`config.mk`:
```
export PLATFORM = sky130hd
export DESIGN_NAME = memctl_sb
export DESIGN_NICKNAME = d
export VERILOG_FILES = /design/src/rtl/memctl_sb.sv
export SDC_FILE = /design/constraint.sdc
export NUM_CORES = 1
export LEC_CHECK = 0
export BUFFER_PORTS_ARGS = -buffer_cell sky130_fd_sc_hd__buf_4
export CAP_MARGIN = 15
export CORE_MARGIN = 4
export CORE_UTILIZATION = 30
export DETAILED_ROUTE_END_ITERATION = 8
export PLACE_DENSITY_LB_ADDON = 0.08
export SLEW_MARGIN = 25
export SYNTH_ARGS = -nofsm -noshare
export SYNTH_HDL_FRONTEND = slang
export SYNTH_SLANG_ARGS = --single-unit
```
`constraint.sdc`:
```
create_clock -name clk -period 6.5 [get_ports clk]
set_input_delay 0.325 -clock clk [delete_from_list [all_inputs] [get_ports clk]]
set_output_delay 0.325 -clock clk [all_outputs]
set_load 0.01 [all_outputs]
```
`src/rtl/memctl_sb.sv`:
```
// -----------------------------------------------------------------------------
// memctl_sb : data-memory controller with a posted-store buffer
//
// This block sits between the MM pipeline stage and the data bus. It does the
// following:
//   - accepts requests through a valid/ready handshake;
//   - rejects misaligned half/word accesses without touching the bus;
//   - posts aligned stores into a small FIFO;
//   - issues a load only once every buffered store has drained, so stores
//     stay ordered before the load;
//   - waits for dbus_ok with an optional timeout;
//   - extracts the addressed byte or half from the load data and
//     sign- or zero-extends it.
//
// Parameters:
//   ADDR_W    byte address width
//   SB_DEPTH  store-buffer entries (power of two, >= 2)
//   TIMEOUT   max dbus_en cycles without dbus_ok before abort; 0 = no timeout
//   W_OPER    width of the operation code; OPER_* give the memory op encodings
//
// Ports:
//   clk, rst                 clock, asynchronous active-high reset
//   req_valid/req_ready      request handshake (accept on valid & ready)
//   oper, req_addr, req_data operation, byte address, right-aligned store data
//   resp_valid/data/err      one-cycle response (err 00 ok, 01 misaligned,
//                            10 bus timeout)
//   dbus_en/we/size/addr/    registered bus request; size 00 byte, 01 half,
//   dbus_data/strb           10 word; write data is lane-replicated
//   dbus_ok, dbus_rdata      transfer complete / read data, sampled on clk
//   sb_empty                 no store buffered or in flight
//   sb_err                   one-cycle pulse when a buffered store times out
// -----------------------------------------------------------------------------
module memctl_sb #(
    parameter int                ADDR_W    = 32,
    parameter int                SB_DEPTH  = 4,
    parameter int                TIMEOUT   = 255,
    parameter int                W_OPER    = 4,
    parameter logic [W_OPER-1:0] OPER_LB   = W_OPER'(1),
    parameter logic [W_OPER-1:0] OPER_LBU  = W_OPER'(2),
    parameter logic [W_OPER-1:0] OPER_LH   = W_OPER'(3),
    parameter logic [W_OPER-1:0] OPER_LHU  = W_OPER'(4),
    parameter logic [W_OPER-1:0] OPER_LW   = W_OPER'(5),
    parameter logic [W_OPER-1:0] OPER_SB   = W_OPER'(6),
    parameter logic [W_OPER-1:0] OPER_SH   = W_OPER'(7),
    parameter logic [W_OPER-1:0] OPER_SW   = W_OPER'(8)
) (
    input  logic              clk,
    input  logic              rst,
    input  logic              req_valid,
    output logic              req_ready,
    input  logic [W_OPER-1:0] oper,
    input  logic [ADDR_W-1:0] req_addr,
    input  logic [31:0]       req_data,
    output logic              resp_valid,
    output logic [31:0]       resp_data,
    output logic [1:0]        resp_err,
    output logic              dbus_en,
    output logic              dbus_we,
    output logic [1:0]        dbus_size,
    output logic [ADDR_W-1:0] dbus_addr,
    output logic [31:0]       dbus_data,
    output logic [3:0]        dbus_strb,
    input  logic              dbus_ok,
    input  logic [31:0]       dbus_rdata,
    output logic              sb_empty,
    output logic              sb_err
);

    localparam int PTR_W = $clog2(SB_DEPTH);
    localparam int CNT_W = PTR_W + 1;
    // The counter only needs to reach TIMEOUT-1: the abort fires on the
    // cycle that would take it to TIMEOUT.
    localparam int WC_W  = (TIMEOUT < 2) ? 1 : $clog2(TIMEOUT);
    localparam bit                TO_EN     = (TIMEOUT != 0);
    localparam logic [WC_W-1:0]   WAIT_LAST = WC_W'((TIMEOUT > 0) ? TIMEOUT - 1 : 0);
    localparam logic [CNT_W-1:0]  SB_FULL   = CNT_W'(SB_DEPTH);

    localparam logic [1:0] SZ_B = 2'b00;
    localparam logic [1:0] SZ_H = 2'b01;
    localparam logic [1:0] SZ_W = 2'b10;

    localparam logic [1:0] ERR_OK  = 2'b00;
    localparam logic [1:0] ERR_MIS = 2'b01;
    localparam logic [1:0] ERR_TO  = 2'b10;

    typedef enum logic [1:0] {
        B_IDLE  = 2'd0,
        B_STORE = 2'd1,
        B_LOAD  = 2'd2
    } bstate_t;

    // Byte-lane enables for an access of the given size at the given offset.
    function automatic logic [3:0] lane_strobe(input logic [1:0] size,
                                               input logic [1:0] ofs);
        logic [3:0] s;
        case (size)
            SZ_B:    s = 4'b0001 << ofs;
            SZ_H:    s = ofs[1] ? 4'b1100 : 4'b0011;
            default: s = 4'b1111;
        endcase
        return s;
    endfunction

    // Pick the addressed lane(s) out of the bus word and extend to 32 bits.
    function automatic logic [31:0] extract(input logic [31:0] rd,
                                            input logic [1:0]  size,
                                            input logic [1:0]  ofs,
                                            input logic        sgn);
        logic [7:0]  b;
        logic [15:0] h;
        logic [31:0] r;
        b = rd[{ofs, 3'b000} +: 8];
        h = ofs[1] ? rd[31:16] : rd[15:0];
        case (size)
            SZ_B:    r = {{24{sgn & b[7]}}, b};
            SZ_H:    r = {{16{sgn & h[15]}}, h};
            default: r = rd;
        endcase
        return r;
    endfunction

    // ---------------- state ----------------
    bstate_t             state_q, state_d;
    logic [PTR_W-1:0]    wr_ptr_q, wr_ptr_d;
    logic [PTR_W-1:0]    rd_ptr_q, rd_ptr_d;
    logic [CNT_W-1:0]    count_q, count_d;
    logic [WC_W-1:0]     wait_cnt_q, wait_cnt_d;
    logic                load_pending_q, load_pending_d;
    logic [ADDR_W-1:0]   ld_addr_q, ld_addr_d;
    logic [1:0]          ld_size_q, ld_size_d;
    logic                ld_signed_q, ld_signed_d;
    logic                ready_q, ready_d;
    logic                resp_valid_q, resp_valid_d;
    logic [31:0]         resp_data_q, resp_data_d;
    logic [1:0]          resp_err_q, resp_err_d;
    logic                sb_err_q, sb_err_d;
    logic                dbus_en_q, dbus_en_d;
    logic                dbus_we_q, dbus_we_d;
    logic [1:0]          dbus_size_q, dbus_size_d;
    logic [ADDR_W-1:0]   dbus_addr_q, dbus_addr_d;
    logic [31:0]         dbus_data_q, dbus_data_d;
    logic [3:0]          dbus_strb_q, dbus_strb_d;

    // Store buffer storage (no reset needed: validity is tracked by count_q).
    logic [ADDR_W-1:0]   sb_addr_mem [SB_DEPTH];
    logic [1:0]          sb_size_mem [SB_DEPTH];
    logic [31:0]         sb_data_mem [SB_DEPTH];
    logic [3:0]          sb_strb_mem [SB_DEPTH];

    // ---------------- request decode ----------------
    logic        is_load, is_store, req_signed, misaligned;
    logic        accept, push, pop, ld_start, ld_done, timeout_hit;
    logic [1:0]  req_size;
    logic [31:0] push_data;

    always_comb begin
        is_load    = 1'b0;
        is_store   = 1'b0;
        req_signed = 1'b0;
        req_size   = SZ_B;
        case (oper)
            OPER_LB:  begin is_load  = 1'b1; req_size = SZ_B; req_signed = 1'b1; end
            OPER_LBU: begin is_load  = 1'b1; req_size = SZ_B; end
            OPER_LH:  begin is_load  = 1'b1; req_size = SZ_H; req_signed = 1'b1; end
            OPER_LHU: begin is_load  = 1'b1; req_size = SZ_H; end
            OPER_LW:  begin is_load  = 1'b1; req_size = SZ_W; end
            OPER_SB:  begin is_store = 1'b1; req_size = SZ_B; end
            OPER_SH:  begin is_store = 1'b1; req_size = SZ_H; end
            OPER_SW:  begin is_store = 1'b1; req_size = SZ_W; end
            default:  ;
        endcase

        misaligned = (is_load | is_store) &
                     (((req_size == SZ_H) & req_addr[0]) |
                      ((req_size == SZ_W) & (req_addr[1:0] != 2'b00)));

        // Non-memory opcodes are accepted but fall through every qualifier.
        accept   = req_valid & ready_q;
        push     = accept & is_store & ~misaligned;
        ld_start = accept & is_load  & ~misaligned;

        case (req_size)
            SZ_B:    push_data = {4{req_data[7:0]}};
            SZ_H:    push_data = {2{req_data[15:0]}};
            default: push_data = req_data;
        endcase
    end

    // ---------------- bus FSM, next-state and outputs ----------------
    always_comb begin
        state_d      = state_q;
        wait_cnt_d   = wait_cnt_q;
        dbus_en_d    = dbus_en_q;
        dbus_we_d    = dbus_we_q;
        dbus_size_d  = dbus_size_q;
        dbus_addr_d  = dbus_addr_q;
        dbus_data_d  = dbus_data_q;
        dbus_strb_d  = dbus_strb_q;
        pop          = 1'b0;
        ld_done      = 1'b0;
        sb_err_d     = 1'b0;
        resp_valid_d = 1'b0;
        resp_data_d  = 32'h0;
        resp_err_d   = ERR_OK;
        timeout_hit  = TO_EN && !dbus_ok && (wait_cnt_q == WAIT_LAST);

        case (state_q)
            B_IDLE: begin
                // Buffered stores always drain before a pending load issues.
                if (count_q != '0) begin
                    state_d     = B_STORE;
                    wait_cnt_d  = '0;
                    dbus_en_d   = 1'b1;
                    dbus_we_d   = 1'b1;
                    dbus_size_d = sb_size_mem[rd_ptr_q];
                    dbus_addr_d = sb_addr_mem[rd_ptr_q];
                    dbus_data_d = sb_data_mem[rd_ptr_q];
                    dbus_strb_d = sb_strb_mem[rd_ptr_q];
                end else if (load_pending_q) begin
                    state_d     = B_LOAD;
                    wait_cnt_d  = '0;
                    dbus_en_d   = 1'b1;
                    dbus_we_d   = 1'b0;
                    dbus_size_d = ld_size_q;
                    dbus_addr_d = ld_addr_q;
                    dbus_data_d = 32'h0;
                    dbus_strb_d = lane_strobe(ld_size_q, ld_addr_q[1:0]);
                end
            end
            B_STORE, B_LOAD: begin
                if (dbus_ok || timeout_hit) begin
                    state_d     = B_IDLE;
                    dbus_en_d   = 1'b0;
                    dbus_we_d   = 1'b0;
                    dbus_size_d = 2'b00;
                    dbus_addr_d = '0;
                    dbus_data_d = 32'h0;
                    dbus_strb_d = 4'h0;
                    if (state_q == B_STORE) begin
                        // A timed-out store is dropped, never retried.
                        pop      = 1'b1;
                        sb_err_d = timeout_hit;
                    end else begin
                        ld_done      = 1'b1;
                        resp_valid_d = 1'b1;
                        resp_err_d   = dbus_ok ? ERR_OK : ERR_TO;
                        resp_data_d  = dbus_ok ? extract(dbus_rdata, ld_size_q,
                                                         ld_addr_q[1:0], ld_signed_q)
                                               : 32'h0;
                    end
                end else if (TO_EN) begin
                    wait_cnt_d = wait_cnt_q + WC_W'(1);
                end
            end
            default: state_d = B_IDLE;
        endcase

        // Request-side responses; load_pending_q blocks acceptance, so these
        // never collide with a load completion.
        if (accept & misaligned) begin
            resp_valid_d = 1'b1;
            resp_err_d   = ERR_MIS;
            resp_data_d  = 32'(req_addr);
        end else if (push) begin
            resp_valid_d = 1'b1;
            resp_err_d   = ERR_OK;
            resp_data_d  = 32'h0;
        end
    end

    // ---------------- bookkeeping next-state ----------------
    always_comb begin
        wr_ptr_d       = wr_ptr_q + PTR_W'(push);
        rd_ptr_d       = rd_ptr_q + PTR_W'(pop);
        count_d        = count_q + CNT_W'(push) - CNT_W'(pop);
        load_pending_d = ld_start ? 1'b1 : (ld_done ? 1'b0 : load_pending_q);
        ld_addr_d      = ld_start ? req_addr   : ld_addr_q;
        ld_size_d      = ld_start ? req_size   : ld_size_q;
        ld_signed_d    = ld_start ? req_signed : ld_signed_q;
        // Registered so req_ready is low while reset is held; the value is
        // purely a function of the next registered state.
        ready_d        = !load_pending_d && (count_d != SB_FULL);
    end

    always_ff @(posedge clk) begin
        if (push) begin
            sb_addr_mem[wr_ptr_q] <= req_addr;
            sb_size_mem[wr_ptr_q] <= req_size;
            sb_data_mem[wr_ptr_q] <= push_data;
            sb_strb_mem[wr_ptr_q] <= lane_strobe(req_size, req_addr[1:0]);
        end
    end

    always_ff @(posedge clk or posedge rst) begin
        if (rst) begin
            state_q        <= B_IDLE;
            wr_ptr_q       <= '0;
            rd_ptr_q       <= '0;
            count_q        <= '0;
            wait_cnt_q     <= '0;
            load_pending_q <= 1'b0;
            ld_addr_q      <= '0;
            ld_size_q      <= 2'b00;
            ld_signed_q    <= 1'b0;
            ready_q        <= 1'b0;
            resp_valid_q   <= 1'b0;
            resp_data_q    <= 32'h0;
            resp_err_q     <= 2'b00;
            sb_err_q       <= 1'b0;
            dbus_en_q      <= 1'b0;
            dbus_we_q      <= 1'b0;
            dbus_size_q    <= 2'b00;
            dbus_addr_q    <= '0;
            dbus_data_q    <= 32'h0;
            dbus_strb_q    <= 4'h0;
        end else begin
            state_q        <= state_d;
            wr_ptr_q       <= wr_ptr_d;
            rd_ptr_q       <= rd_ptr_d;
            count_q        <= count_d;
            wait_cnt_q     <= wait_cnt_d;
            load_pending_q <= load_pending_d;
            ld_addr_q      <= ld_addr_d;
            ld_size_q      <= ld_size_d;
            ld_signed_q    <= ld_signed_d;
            ready_q        <= ready_d;
            resp_valid_q   <= resp_valid_d;
            resp_data_q    <= resp_data_d;
            resp_err_q     <= resp_err_d;
            sb_err_q       <= sb_err_d;
            dbus_en_q      <= dbus_en_d;
            dbus_we_q      <= dbus_we_d;
            dbus_size_q    <= dbus_size_d;
            dbus_addr_q    <= dbus_addr_d;
            dbus_data_q    <= dbus_data_d;
            dbus_strb_q    <= dbus_strb_d;
        end
    end

    assign req_ready  = ready_q;
    assign resp_valid = resp_valid_q;
    assign resp_data  = resp_data_q;
    assign resp_err   = resp_err_q;
    assign dbus_en    = dbus_en_q;
    assign dbus_we    = dbus_we_q;
    assign dbus_size  = dbus_size_q;
    assign dbus_addr  = dbus_addr_q;
    assign dbus_data  = dbus_data_q;
    assign dbus_strb  = dbus_strb_q;
    // A store stays in the FIFO until its bus transfer ends, so an empty
    // count also means nothing is on the bus.
    assign sb_empty   = (count_q == '0);
    assign sb_err     = sb_err_q;

endmodule

```
# Word level (Yosys, flattened, before mapping)
# Memory sizes are Yosys's and may differ from the RTL's.
# Index checks and enable logic that the tools add are counted.
# totals
ram_bits	280
n_memories	4
register_bits	162
inputBits	104
wordCells	153
# memory_table
name	depth	width	read_ports	rd_ports_with_merged_regs	write_ports	line	rtl
sb_addr_mem	4	32	1	0	1	145	logic [ADDR_W-1:0] sb_addr_mem [SB_DEPTH];
sb_data_mem	4	32	1	0	1	147	logic [31:0] sb_data_mem [SB_DEPTH];
sb_strb_mem	4	4	1	0	1	148	logic [3:0] sb_strb_mem [SB_DEPTH];
sb_size_mem	4	2	1	0	1	146	logic [1:0] sb_size_mem [SB_DEPTH];
# classes
addsub	5
bitwise	14
mux	68
n_reduce_logical	21
eq_ne	18
shift	3
# op_table
op	count
$mux 32	11
$pmux 32 s2	4
$shiftx 32x6->8	1
$mux 4	6
$mux 8	3
$pmux 4 s2	3
$mux 1	23
$mux 2	11
$eq 4x3->1 const B	4
$mux 16	1
$pmux 8 s2	1
$pmux 2 s2	3
$and 1x1->1	11
$add 8x1->8 const B	1
$eq 4x2->1 const B	2
$eq 8x8->1 const B	1
$shl 1x2->4 const A	2
$eq 2x1->1 const B	3
$logic_not 2->1	3
$ne 3x3->1 const B	2
$reduce_and 3->1	2
$reduce_or 2->1	3
$reduce_or 3->1	2
$reduce_or 5->1	1
17 further kinds	25

# Depth between registers and ports, before layout
# depth
word_depth	13
depth_mapped	14
mapped_depth_nobuf	13

# Worst setup path after synthesis
# No wires, ideal clock.
# synth_path
path_type	input -> register
startpoint	in oper[1]
endpoint	mem sb_addr_mem[0][0] (enable)
setup_slack_ps	-561
path_stages	5
n_path_buf	1
t_arrival_ps	6463
setup_ps	598
required_ps	5902
cell_sequence	buf_4 nor4b_1 o21bai_1 nor3_2 nor3b_1
# synth_between
elab_chain_cells	11
# synth_lines
item	line	rtl
from (decl)	51	input logic [W_OPER-1:0] oper,
$eq 4x3->1, or another cell as far along	161	case (oper)
$reduce_or 3->1 (no line) / $reduce_or 2->1 (equally long branches)	-	
$pmux 2 s2	161	
$eq 2x1->1 / $eq 2x2->1 (equally long branches)	174, 175	
$and 1x1->1, on equally long branches	174, 175	
$or 1x1->1	174	(((req_size == SZ_H) & req_addr[0]) |
$and 1x1->1	173	misaligned = (is_load | is_store) &
$not 1->1	179	push = accept & is_store & ~misaligned;
$and 1x1->1 *	179	
$mux 1 *	286	if (push) begin
$mux 1 (implied by the code) *	287	sb_addr_mem[wr_ptr_q] <= req_addr;
to (decl)	145	
# Mark *: on every way between the ends. The rest lies on a longest branch, timed or not.

# Worst setup path after layout
# layout_path
startpoint	reg state_q[0]
endpoint	reg ready_q (netlist: req_ready)
# layout_rtl
item	line	rtl
from (decl)	123	bstate_t state_q, state_d;
from (signal assigned)	317	state_q <= state_d;
$eq 2x1->1	207, 239	
$mux 1	239	if (state_q == B_STORE) begin
$mux 1	231	if (dbus_ok || timeout_hit) begin
$mux 1 *	207	case (state_q)
$sub 3x1->3 *	275	count_d = count_q + CNT_W'(push) - CNT_W'(pop);
via count_d[2]	126	logic [CNT_W-1:0] count_q, count_d;
$ne 3x3->1 *	282	ready_d = !load_pending_d && (count_d != SB_FULL);
$logic_and 1x1->1 *	282	
via ready_d	132	logic ready_q, ready_d;
to (signal assigned)	326	ready_q <= ready_d;
to (decl)	132	
# Mark *: on every way through the listed nets, which the timed path passes. The rest lies on a longest branch.
# A chain may end at the register's enable or synchronous reset.

==> metrics <==
die span in y=253 um; number of flops mapped to enable cells by yosys=280; gr usage total=16.1%; fraction of registers with async set or reset after synthesis=36.7%; net count after synthesis=1135; post-synthesis register bit count=between 400 and 500; Setup Crit Path Kind=reg2reg; ranking of synthesized cells by instance count=edfxtp_1 (280), dfrtp_1 (162), mux4_2 (71), o2bb2ai_1 (58), a22o_1 (55); share of post-route cells with drive strength above 1=between 30% and 40%; DP HPWL=32.2 mm; post-route antenna net violation count=0; area of all placed cells without fillers=roughly 22000 um^2; number of antenna violations at the first check in global routing=0; share of the yosys chip area belonging to registers=69.2%; number of maximum-capacitance violations=0; smallest hold slack=36.8 ps; initial standard-cell utilization of the core=30.4%; die width=253 um; die footprint=64000 um^2; Highest Clock Rate=317 MHz; RSZ-0062 raised after global routing=false; DR vias=10451; aggregate routed wire length=around 52 mm; sort of element at the end of the critical path=register; Setup crit start kind=register; final clock period utilization by the worst path=48.6%; leakage=8.76 nW; maximum count of clock buffers along a single path=3; clk root buf=clkbuf_16; number of nets in the layout=1388; first-pass GRT wire length=76.8 mm; H-tree depth=2; Hold Violations, Final=0; Synth Area per Inst=17.6 um^2; final routed DRC violation total=0; tightest slew margin relative to the limit=approximately a third; hold path cells=1; worst-path cell chain=inv_1 -> ha_1 -> and4_1 -> a21o_1 -> and2_1 -> ha_1 -> inv_1 -> ha_1 -> inv_1 -> fa_1 -> xnor2_1 -> nand3b_1 -> and3b_1; CP Max Fanout=12; Final Skew=19.8 ps; FP Rows=89; average vias per placed instance=5.00; post-CTS setup-driven buffer insertion count=0; vias in the first global route=11234; Clk Latency, worst-skew pair=580 ps; Hold/Removal Path Class=in2reg; Required @ worst endpoint=slightly below 7000 ps; CTS tree=done; number of setup violations in the final report=0; worst-path cell with the longest stage delay=ha_1; areal power density over the cells=428 nW/um^2; Clock Pin Slew Worst Setup and Hold Paths=60 ps; count of distinct cell types in the synthesized netlist=64; Critical Path Max Stage Delay=between 400 and 500 ps; Routability Congestion=0.753; top cell type by total area after synthesis=edfxtp_1; post-synthesis to final-layout area growth=25.0%; Worst EP arrival=3610 ps; Pre-Repair DR Iteration Count=5; number of sinks on the clock net=442; dominant cell by count in the synthesized netlist=edfxtp_1; transition time of the tightest slew-check pin=995 ps; placeable core region=59200 um^2; largest net degree at the start of global routing=73; Iter 0 DRT Violations=527; shortest clock period the worst path allows after layout=3160 ps; count of input and output buffers=213; run status=finished, final reports clean; residual overflow from global routing=0; Total Power Consumption=approximately 9.6 mW; final max-slew violation count=0; top-level port count=around 210; CTS Buf Count=around 50; total placed instance area=between 20000 and 25000 um^2; Worst R2R Path Depth=13; top area cells in the synthesized netlist=edfxtp_1 (47%), dfrtp_1 (23%), mux4_2 (8.9%); count of warnings emitted by yosys=0; maximum vdd drop=324 uV; share of the synthesized area in the top cell type=46.7%; Routed WL per cell=24.8 um; number of standard cells after synthesis=1022; predominant post-synthesis flop cell=edfxtp_1; setup tns final=0 ps; synthesized area=18000 um^2
## worst max-delay path: cells and delay by family (launching register included)
family          cells  cell delay (ps)
compound gates      1              340
buf+inv             3              160
simple gates        4              780
xor+xnor            1              200
fa+ha+maj           4             1200
flops               1              360
## path summary, 6_finish.rpt
path	from	end	slack [ps]
max in group asynchronous	rst	rd_ptr_q[0]	4890
min	req_addr[1]	sb_addr_mem[1][1]	40
min in group asynchronous	rst	dbus_data[24]	350
min reg2reg	ld_addr_q[3]	ld_addr_q[3]	480
max reg2reg	state_q[0]	req_ready	3340
max	state_q[0]	req_ready	3340
## flip-flops by register name (all words and copies together), names as in the netlist, 3 cells and up
register     count
dbus_strb        4
ld_addr_q       32
sb_size_mem      8
sb_strb_mem     16
dbus_data       32
wait_cnt_q       8
sb_addr_mem    128
resp_data       32
sb_data_mem    128
count_q          3
dbus_addr       32
## metal layers
metal	global-route usage [%]	vias up	routed length, um
met5	0	-	0
met4	3.91	0	1060
met3	3.31	61	2620
met2	26.3	269	24800
met1	22.3	5489	23400
li1	-	4632	-
## through the flow
stage / utilization, % / setup slack (ps) / instances
6_report: 38.0 / 3340 / 2090
3_3_place_gp: 34.5 / 3070 / 1956
2_1_floorplan: - / 1800 / 1022
3_5_place_dp: 34.5 / 3070 / 1956
4_1_cts: 38.0 / 3330 / 2089
5_1_grt: 38.0 / 3120 / 2089
## power by group
part / internal [mW] / total, mW / leakage (nW) / switching, mW
logic: 1.34 / 2.95 / 3.32 / 1.61
clock network: 1.70 / 2.84 / 0.816 / 1.15
registers: 3.41 / 3.83 / 4.63 / 0.421
total: 6.45 / 9.62 / 8.76 / 3.18
## layout make-up
cell class | count | area [um^2]
timing repair buffer | 268 | 2120
multi-input combinational | 481 | 5160
inverter | 31 | 126
fill | 5582 | 36700
tap | 773 | 967
clock inverter | 28 | 273
antenna | 1 | 2.50
sequential | 442 | 12500
clock buffer | 66 | 1380
## logic make-up after synthesis
family	after synthesis	synth area share, %
DFF	442	69.2
AOI/OAI and AO/OA	207	9.52
muxes	169	14.7
buffers and inverters	99	2.50
and+or+nand+nor	92	3.22
adders and majority gates	9	0.667
xor gates and xnor gates	4	0.195
## placed cells by master (no fill, tap or decap), drive strengths merged, types with 6 or more instances in the layout
cell         Yosys  layout
a21o            13      13
a21oi           12      12
a221oi           7       7
a222oi           7       7
a22o            55      55
buf             32     229
clkbuf          36      66
clkinv           1      21
dfrtp          162     162
dlygate4sd3      0      39
edfxtp         280     280
ha               8       8
inv             30      32
mux2            50      50
mux2i           48      48
mux4            71      71
nand2            9       9
nor2            11      11
nor2b           22      22
nor3             6       6
o21ai           12      12
o21bai           6       6
o22ai            7       7
o2bb2ai         58      58
o32ai           18      18
## timing repair
item                                   4_1_cts  5_1_grt
hold buffers                                39        0
endpoints found under the hold margin      244        0
resized for setup                            0        0
Power figures use the tool's default switching activity.
